## src/rtl/shop_pkg.sv

```systemverilog
// rtl/shop_pkg.sv - shared widths, ASCII key/response constants and command enum for shop
// Optional feature macro: SHOP_STATUS_EN (adds the "Status" command and its decimal formatter).
package shop_pkg;

   localparam int I_A_NUM_ASCII_CHARS = 7;
   localparam int O_A_NUM_ASCII_CHARS = 9;
   localparam int I_U_NUM_BITS        = 4;
   localparam int MAX_USERS           = 5;
   localparam int MAX_STOCK           = 15;

   localparam int I_A_W      = I_A_NUM_ASCII_CHARS * 8;
   localparam int O_A_W      = O_A_NUM_ASCII_CHARS * 8;
   localparam int STOCK_W    = $clog2(MAX_STOCK + 1);
   localparam int USER_IDX_W = $clog2(MAX_USERS);
   // One bit wider than either operand so stock + quantity never wraps.
   localparam int SUM_W      = ((I_U_NUM_BITS > STOCK_W) ? I_U_NUM_BITS : STOCK_W) + 1;

   // Command keys, right-justified and zero-padded to the command field width.
   localparam logic [I_A_W-1:0] KEY_LOGOUT  = {8'h00,  "Logout"};
   localparam logic [I_A_W-1:0] KEY_LOGIN   = {16'h00, "Login"};
   localparam logic [I_A_W-1:0] KEY_ADDUSR  = {8'h00,  "AddUsr"};
   localparam logic [I_A_W-1:0] KEY_DELUSR  = {8'h00,  "DelUsr"};
   localparam logic [I_A_W-1:0] KEY_ADDITEM = "AddItem";
   localparam logic [I_A_W-1:0] KEY_DELITEM = "DelItem";
   localparam logic [I_A_W-1:0] KEY_BUY     = {32'h00, "Buy"};
   localparam logic [I_A_W-1:0] KEY_NONE    = {24'h00, "NONE"};
   localparam logic [I_A_W-1:0] KEY_STATUS  = {8'h00,  "Status"};

   // Response words, right-justified and zero-padded to the response field width.
   localparam logic [O_A_W-1:0] RSP_OK       = {56'h00, "OK"};
   localparam logic [O_A_W-1:0] RSP_ERR_AUTH = {8'h00,  "ERR_AUTH"};
   localparam logic [O_A_W-1:0] RSP_ERR_USER = {8'h00,  "ERR_USER"};
   localparam logic [O_A_W-1:0] RSP_FULL     = {40'h00, "FULL"};
   localparam logic [O_A_W-1:0] RSP_EMPTY    = {32'h00, "EMPTY"};
   localparam logic [O_A_W-1:0] RSP_BAD_CMD  = {16'h00, "BAD_CMD"};
   localparam logic [O_A_W-1:0] RSP_IDLE     = {40'h00, "IDLE"};

   typedef enum logic [3:0] {
      CMD_NONE,
      CMD_LOGIN,
      CMD_LOGOUT,
      CMD_ADDUSR,
      CMD_DELUSR,
      CMD_ADDITEM,
      CMD_DELITEM,
      CMD_BUY,
      CMD_STATUS,
      CMD_BAD
   } cmd_e;

`ifdef SHOP_STATUS_EN
   // "STOCK=" followed by two decimal ASCII digits of the stock count.
   function automatic logic [O_A_W-1:0] status_str(input logic [STOCK_W-1:0] stock);
      logic [7:0] tens;
      logic [7:0] ones;
      tens = 8'h30 + 8'(stock / STOCK_W'(10));
      ones = 8'h30 + 8'(stock % STOCK_W'(10));
      return {8'h00, "STOCK=", tens, ones};
   endfunction
`endif

endpackage

```

## src/rtl/shop_cmd_decode.sv

```systemverilog
// rtl/shop_cmd_decode.sv - combinational ASCII command key to command enum decoder
// Ports: i_key (right-justified ASCII key) -> o_cmd (command enum, CMD_BAD when unknown).
// Optional feature macro: SHOP_STATUS_EN (recognise the "Status" key).
module shop_cmd_decode
   import shop_pkg::*;
(
   input  logic [I_A_W-1:0] i_key,
   output cmd_e             o_cmd
);

   always_comb begin
      o_cmd = CMD_BAD;
      case (i_key)
         KEY_LOGOUT:  o_cmd = CMD_LOGOUT;
         KEY_LOGIN:   o_cmd = CMD_LOGIN;
         KEY_ADDUSR:  o_cmd = CMD_ADDUSR;
         KEY_DELUSR:  o_cmd = CMD_DELUSR;
         KEY_ADDITEM: o_cmd = CMD_ADDITEM;
         KEY_DELITEM: o_cmd = CMD_DELITEM;
         KEY_BUY:     o_cmd = CMD_BUY;
         KEY_NONE:    o_cmd = CMD_NONE;
`ifdef SHOP_STATUS_EN
         KEY_STATUS:  o_cmd = CMD_STATUS;
`endif
         default:     o_cmd = CMD_BAD;
      endcase
   end

endmodule

```

## src/rtl/shop.sv

```systemverilog
// rtl/shop.sv - store command processor: users, login session, stock count, ASCII status
// Ports: i_clk, i_reset (async active-low), i_rdy (command strobe, rising edge),
//        i_u (id or quantity), i_a (ASCII command key), o_a (ASCII response, registered).
// Optional feature macro: SHOP_STATUS_EN (adds the "Status" command).
module shop
   import shop_pkg::*;
(
   input  logic                    i_clk,
   input  logic                    i_reset,
   input  logic                    i_rdy,
   input  logic [I_U_NUM_BITS-1:0] i_u,
   input  logic [I_A_W-1:0]        i_a,
   output logic [O_A_W-1:0]        o_a
);

   cmd_e cmd;

   logic                    rdy_prev_q, rdy_prev_d;
   logic [MAX_USERS-1:0]    users_q, users_d;
   logic                    logged_q, logged_d;
   logic [I_U_NUM_BITS-1:0] uid_q, uid_d;
   logic [STOCK_W-1:0]      stock_q, stock_d;
   logic [O_A_W-1:0]        o_a_q, o_a_d;

   logic             go;
   logic             is_admin;
   logic             is_user;
   logic             uid_ok;
   logic             user_valid;
   logic [SUM_W-1:0] sum_add;
   logic             qty_fits;
   logic             qty_le_stock;

   shop_cmd_decode u_decode (
      .i_key (i_a),
      .o_cmd (cmd)
   );

   assign go           = i_rdy && !rdy_prev_q;
   assign is_admin     = logged_q && (uid_q == '0);
   assign is_user      = logged_q && (uid_q != '0);
   assign uid_ok       = int'(i_u) < MAX_USERS;
   // Out-of-range ids are masked by uid_ok before the vector bit is trusted.
   assign user_valid   = uid_ok && users_q[USER_IDX_W'(i_u)];
   assign sum_add      = SUM_W'(stock_q) + SUM_W'(i_u);
   assign qty_fits     = sum_add <= SUM_W'(MAX_STOCK);
   assign qty_le_stock = SUM_W'(i_u) <= SUM_W'(stock_q);

   always_comb begin
      rdy_prev_d = i_rdy;
      users_d    = users_q;
      logged_d   = logged_q;
      uid_d      = uid_q;
      stock_d    = stock_q;
      o_a_d      = o_a_q;
      if (go) begin
         case (cmd)
            CMD_LOGIN: begin
               if (logged_q) begin
                  o_a_d = RSP_ERR_AUTH;
               end else if (user_valid) begin
                  logged_d = 1'b1;
                  uid_d    = i_u;
                  o_a_d    = RSP_OK;
               end else begin
                  o_a_d = RSP_ERR_USER;
               end
            end
            CMD_LOGOUT: begin
               if (logged_q) begin
                  logged_d = 1'b0;
                  o_a_d    = RSP_OK;
               end else begin
                  o_a_d = RSP_ERR_AUTH;
               end
            end
            CMD_ADDUSR, CMD_DELUSR: begin
               if (!is_admin) begin
                  o_a_d = RSP_ERR_AUTH;
               end else if (uid_ok && (i_u != '0) && (user_valid == (cmd == CMD_DELUSR))) begin
                  users_d[USER_IDX_W'(i_u)] = (cmd == CMD_ADDUSR);
                  o_a_d = RSP_OK;
               end else begin
                  o_a_d = RSP_ERR_USER;
               end
            end
            CMD_ADDITEM: begin
               if (!is_admin) begin
                  o_a_d = RSP_ERR_AUTH;
               end else if (qty_fits) begin
                  stock_d = STOCK_W'(sum_add);
                  o_a_d   = RSP_OK;
               end else begin
                  o_a_d = RSP_FULL;
               end
            end
            CMD_DELITEM, CMD_BUY: begin
               // DelItem is the admin's removal path; Buy is the same removal for customers.
               if ((cmd == CMD_DELITEM) ? !is_admin : !is_user) begin
                  o_a_d = RSP_ERR_AUTH;
               end else if (qty_le_stock) begin
                  stock_d = stock_q - STOCK_W'(i_u);
                  o_a_d   = RSP_OK;
               end else begin
                  o_a_d = RSP_EMPTY;
               end
            end
            CMD_NONE: o_a_d = RSP_IDLE;
`ifdef SHOP_STATUS_EN
            CMD_STATUS: o_a_d = logged_q ? status_str(stock_q) : RSP_ERR_AUTH;
`endif
            default: o_a_d = RSP_BAD_CMD;
         endcase
      end
      users_d[0] = 1'b1;
   end

   // Previous-strobe register resets to 1 so a strobe held across reset release is ignored.
   always_ff @(posedge i_clk or negedge i_reset) begin
      if (!i_reset) begin
         rdy_prev_q <= 1'b1;
         users_q    <= MAX_USERS'(1);
         logged_q   <= 1'b0;
         uid_q      <= '0;
         stock_q    <= '0;
         o_a_q      <= RSP_IDLE;
      end else begin
         rdy_prev_q <= rdy_prev_d;
         users_q    <= users_d;
         logged_q   <= logged_d;
         uid_q      <= uid_d;
         stock_q    <= stock_d;
         o_a_q      <= o_a_d;
      end
   end

   assign o_a = o_a_q;

endmodule

```

## config.mk

```make
export PLATFORM = sky130hd
export DESIGN_NAME = shop
export DESIGN_NICKNAME = d
export VERILOG_FILES = /design/src/rtl/shop_pkg.sv /design/src/rtl/shop_cmd_decode.sv /design/src/rtl/shop.sv
export SDC_FILE = /design/constraint.sdc
export NUM_CORES = 1
export LEC_CHECK = 0
export CORE_MARGIN = 3
export CORE_UTILIZATION = 48
export CTS_CLUSTER_DIAMETER = 150
export DETAILED_ROUTE_END_ITERATION = 6
export GPL_ROUTABILITY_DRIVEN = 0
export GPL_TIMING_DRIVEN = 0
export PLACE_DENSITY = 0.87
export RECOVER_POWER = 50
export SLEW_MARGIN = 25
export SYNTH_ARGS = -nofsm -noshare
export SYNTH_HDL_FRONTEND = slang
export SYNTH_SLANG_ARGS = --single-unit
```

## constraint.sdc

```tcl
create_clock -name i_clk -period 6.4 [get_ports i_clk]
set_input_delay 0.96 -clock i_clk [delete_from_list [all_inputs] [get_ports i_clk]]
set_output_delay 0.96 -clock i_clk [all_outputs]
set_load 0.03 [all_outputs]
```

==> results of run 1 <==
-- Yosys cell counts (5+ instances only) --
master	number	area, µm²
nand4_1	9	56.30
and2_1	5	31.28
ha_1	8	100.1
nand2_1	37	138.9
dfrtp_1	29	725.7
nand3b_1	5	37.54
or4_1	7	52.55
mux2_2	6	67.56
o21ai_1	9	45.04
nor2_1	23	86.33
clkbuf_1	7	26.28
a21oi_1	16	80.08
nor2b_1	5	31.28
nand3_1	18	90.09
dfstp_2	8	210.2
nor4b_1	8	70.07
inv_1	12	45.04
mux2i_1	6	60.06
nor4_1	15	93.84
buf_4	49	367.9
o21ai_0	8	40.04
nor3_1	14	70.07
-- cells by family after synthesis --
family	share of synthesized area [%]
and+or+nand+nor	35.35
AOI/OAI and AO/OA	14.41
buffers and inverters	12.97
DFF	27.63
muxes	4.765
adders and majority gates	4.138
other	0.2217
xor gates and xnor gates	0.5173
-- per-layer routing --
metal	track usage [%]	up-vias	share of wire, %
li1	-	1673	-
met1	30.09	1627	40
met2	41.13	193	49
met3	5.426	22	8.8
met4	5.740	0	1.8
met5	0	-	0
-- where the power goes --
group	switching (µW)	internal [µW]
Clock	81.7	87.5
Combinational	77.3	63.7
Sequential	0.510	235
-- cell type report --
cell class,count,area [µm²]
buffer,56,394.1
clock buffer,7,86.33
clock inverter,1,7.507
fill,553,1901
inverter,12,45.04
multi-input combinational,323,2140
sequential,37,935.9
tap,93,116.4
timing repair buffer,99,978.4
-- registers in the layout, indices dropped and copies added (netlist names) --
register and count:
o_a 23, stock_q 4, logged_q 1, rdy_prev_q 1, uid_q 4, users_q 4
-- metrics by stage --
step	setup WS (ns)	std cells	utilization (%)	power (µW)	area [µm²]
global placement	2.394	619	69.84	376.5	4612
detailed placement	2.332	620	70.06	380.5	4627
global route	2.299	628	71.22	566.4	4703
finish	2.572	628	71.22	546.0	4703
floorplan	3.220	428	-	315.7	3515
CTS	2.637	628	71.49	545.1	4721
-- worst paths after layout --
| path | start | endpoint | slack (ns) | cells after the start |
|---|---|---|---|---|
| setup / recovery | i_a[11] | stock_q[3] | 2.57 | 8 |
| hold / removal | o_a[18] | o_a[18] | 0.47 | 2 |
| setup reg to reg | uid_q[1] | users_q[1] | 3.60 | 7 |
| hold reg to reg | o_a[18] | o_a[18] | 0.47 | 2 |
| max in group asynchronous | i_reset | o_a[3] | 4.06 | 2 |
| min in group asynchronous | i_reset | users_q[2] | 0.59 | 1 |
-- critical path, cell delays in order --
cell             delay [ns]
clkdlybuf4s50_1        0.47
nor4_1                 0.53
nand4_1                0.38
nor4_4                 0.62
nand3_1                0.18
a21oi_1                0.25
o21a_2                 0.25
mux2_2                 0.35
==> metrics.cfg, run 1 <==
[logic_synthesis]
syn_inst=394
synth_edf_count=0
async_flop_share_pct=100.0
yosys_register_bits=37
yosysUniqueCellTypes=74
syn_avg_cell_area_um2=8.596
yosys_most_used_dff=dfrtp_1
yosysSeqAreaShare_pct=27.63
ys_warn_count=0
syn-cell-area_um2=3387

[drt]
viasPerCell=5.597
wl_per_cell_um=15.79
antenna_left=0
first_iter_violations=306
routed_wl_um=9917
drt_first_pass_iters=5
drcViolationCount=0
vias=3515

[die]
start_util_pct=51.29
die_area_um2=8100
die_y_um=90
ioPinCount=135
chipWidth_um=90
core-area_um2=6604
fp-row-count=29

[finish]
final_cell_mix=clkdlybuf4s50_1 (79), buf_4 (49), nand2_1 (37), conb_1 (36), dfrtp_1 (29)
antenna_cells=0
drive_above_1_share_pct=17.20
nNetsFinal=607
area_delta_synth_final_pct=38.86
mostFrequentLayoutCell=clkdlybuf4s50_1

[grt]
grt_pass1_vias=3378
grt_usage_pct=23.80
antenna_found_initial=0
grt_pass1_wl_um=16260
grt_max_degree=31
grt-ovfl-total=0

[clock_tree]
cts_setup_buffers=0
cts_resized=0
htreeDepth=2
cts_root_buf=clkbuf_8
clkTransAtPathRegs_ns=0.07
clk_latency_ns=0.29
ctsHoldBuffers=0
cts_tree=done
cts_made_buffers=5
cts_buffer_depth=2
clock-sinks=37

[critical_path]
critPathKind=input pin to register
end_kind=register
startpoint_type=input pin
required_ns=6.57
critPathMaxFanout=9
crit_arrival_ns=3.99

[power]
powerDensity_nw_per_um2=116.1
leakage_uw=0.001866
ir_drop_mv=0.1438

[sta]
tightest_slew_ns=1.513
tns_ns=0
min_period_over_period_pct=59.81
drv_slew=31
skew_ns=0.008281
rsz0062_at_grt=false
report.final.hold_viol_count=0
hold_slack_ns=0.4686
slew_headroom_pct=-0.8678
period_minus_slack_ns=3.828
max_freq_mhz=261.2
finalSetupViolations=0

[hold_path]
hp-class=register to register

[flow_run]
cap_violations=1

[placed_design]
dp_hpwl_um=8365
numPortBuffers=98

[status]
status=finished, violations left
violations=max-capacitance violations, max-slew violations

Note: power is estimated with default switching activity, not from simulation.
==> inputs of run 2 (changes only) <==
--- a/config.mk
+++ b/config.mk
@@ -6,12 +6,12 @@
 export NUM_CORES = 1
 export LEC_CHECK = 0
 export CORE_MARGIN = 3
-export CORE_UTILIZATION = 48
+export CORE_UTILIZATION = 40
 export CTS_CLUSTER_DIAMETER = 150
 export DETAILED_ROUTE_END_ITERATION = 6
 export GPL_ROUTABILITY_DRIVEN = 0
 export GPL_TIMING_DRIVEN = 0
-export PLACE_DENSITY = 0.87
+export PLACE_DENSITY = 0.78
 export RECOVER_POWER = 50
 export SLEW_MARGIN = 25
 export SYNTH_ARGS = -nofsm -noshare
==> constraint.sdc (replaced) <==
create_clock -name i_clk -period 3.4 [get_ports i_clk]
set_input_delay 0.51 -clock i_clk [delete_from_list [all_inputs] [get_ports i_clk]]
set_output_delay 0.51 -clock i_clk [all_outputs]
set_load 0.03 [all_outputs]
==> run 2 against run 1 <==
The run still ends with max-capacitance violations, max-slew violations left. Die area rose by 19%. Final area is 1.5% higher. Flip-flop and latch count unchanged. Sequential share of layout area shrank 0.29 points. First-iteration DRC count rose by 2.3%. Wire length barely moved. Count of clock-buffer cells in the layout down 2. Highest routed layer unchanged.
==> metrics.cfg, run 2 (same netlist as run 1, synthesis figures left out) <==
[clock_tree]
cts_tree=done
htreeDepth=2
cts_made_buffers=5
cts_buffer_depth=2
clkTransAtPathRegs_ns=0.08
clock-sinks=37
clk_latency_ns=0.30
cts_root_buf=clkbuf_8
ctsHoldBuffers=0

[die]
fp-row-count=32
die_y_um=98.02
die_area_um2=9608
ioPinCount=135
chipWidth_um=98.02
start_util_pct=42.51
core-area_um2=7968

[finish]
final_cell_mix=clkdlybuf4s50_1 (79), buf_4 (51), nand2_1 (37), conb_1 (36), dfrtp_1 (29)
fillers=725
largest_reg_flops=23
stdcell_count=639
antenna_cells=0
utilization_pct=59.91
multi_input_area_um2=2162
area_delta_synth_final_pct=40.93
fin_area_um2=4773
nNetsFinal=609
regArea_um2=935.9
mostFrequentLayoutCell=clkdlybuf4s50_1
drive_above_1_share_pct=18.44

[grt]
grt_max_degree=31
antenna_found_initial=0
grt-ovfl-total=0
grt_pass1_vias=3415
grt_usage_pct=20.36
grt_pass1_wl_um=16350

[sta]
finalSetupViolations=0
skew_ns=0.01087
min_period_over_period_pct=95.15
period_minus_slack_ns=3.235
max_freq_mhz=309.1
rsz0062_at_grt=false
tightest_slew_ns=1.547
report.final.hold_viol_count=0
slew_headroom_pct=-3.156
drv_slew=31

[critical_path]
critPathKind=input pin to register
path_cells=clkdlybuf4s50_1, nand4bb_1, or4_4, or4_1, nor2_1, and3_1, o21a_2, mux2_2
required_ns=3.58
crit_arrival_ns=3.42
critPathMaxFanout=5
startpoint_type=input pin
cpMaxStageDelayCell=or4_4
max_stage_delay_ns=0.62
end_kind=register

[placed_design]
dp_hpwl_um=8251
dp.cells=629
numPortBuffers=98
place_area_um2=4638

[drt]
viasPerCell=5.520
wl_per_cell_um=15.52
routed_wl_um=9918
drt_first_pass_iters=5
first_iter_violations=313
vias=3527
antenna_left=0
drcViolationCount=0

[flow_run]
cap_violations=1

[status]
violations=max-capacitance violations, max-slew violations
status=finished, violations left

[hold_path]
hp-class=input pin to asynchronous set/reset pin

[power]
ir_drop_mv=0.2516
powerDensity_nw_per_um2=229.9
leakage_uw=0.001888
total_power_uw=1097

[run 2: cell types whose count changed in the layout (fill, tap and decap cells not counted)]
| cell | change |
|---|---|
| nor3_2 | +2 |
| clkbuf_8 | -1 |
| clkinv_4 | +1 |
| buf_4 | +2 |
| bufinv_16 | +1 |
| clkbuf_1 | -1 |
| nor3_1 | -2 |
| nor4_2 | +2 |
| nor4_1 | -2 |
[run 2: through the flow]
step | TNS (ns) | worst slack [ns] | hold slack (ns)
floorplan | 0 | 0.6697 | 0.2144
global placement | -1.431 | -0.1373 | 0.4564
detailed placement | -2.534 | -0.1991 | 0.3805
CTS | 0 | 0.1112 | 0.05873
global route | 0 | 0.03959 | 0.1384
finish | 0 | 0.1649 | 0.1307
[run 2: where the power goes]
part / total (µW) / switching, µW / internal, µW
logic: 266 / 146 / 120
clock network: 388 / 168 / 220
registers: 444 / 0.952 / 443
total: 1100 / 315 / 782
[run 2: timing repair]
action / 4_1_cts / 5_1_grt
resized for setup: 0 / 4
setup buffers: 0 / 2
setup endpoints to repair: 0 / 15
[run 2: critical path, delay by kind of cell]
family,cells,cell delay (ns)
AOI/OAI and AO/OA,1,0.20
and+or+nand+nor,5,1.77
buffers and inverters,1,0.59
muxes,1,0.35
[run 2: area by class of cell]
type / count / share of cell area (%)
clock buffers: 5 / 1.442
inverters: 12 / 0.9436
clock inverters: 3 / 0.9699
well taps: 102 / 2.674
plain buffers: 56 / 8.257
multi-input cells: 323 / 45.29
flip-flops and latches: 37 / 19.61
repair buffers: 101 / 20.81
[run 2: final timing paths]
path / start / to / cells past startpoint / slack [ns]
worst max-delay path: i_a[27] / stock_q[3] / 8 / 0.16
worst min-delay path: i_reset / users_q[1] / 1 / 0.13
worst max register to register: uid_q[1] / users_q[3] / 7 / 0.63
worst min register to register: o_a[18] / o_a[18] / 2 / 0.48
max in group asynchronous: i_reset / o_a[16] / 2 / 1.48
min in group i_clk: o_a[18] / o_a[18] / 2 / 0.48
[run 2: layer usage]
metal / up-vias / share of wire [%] / global-route usage, %
met2: 180 / 51 / 35.50
met1: 1653 / 40 / 25.47
met3: 13 / 8.3 / 5.429
li1: 1681 / - / -
met5: - / 0 / 0
met4: 0 / 1.1 / 3.834
==> inputs of run 3 (changes only) <==
--- a/config.mk
+++ b/config.mk
@@ -17,3 +17,4 @@
 export SYNTH_ARGS = -nofsm -noshare
 export SYNTH_HDL_FRONTEND = slang
 export SYNTH_SLANG_ARGS = --single-unit
+export TNS_END_PERCENT = 30
==> results of run 3 <==
Final layout, timing and power as in run 2 (identical DEF).
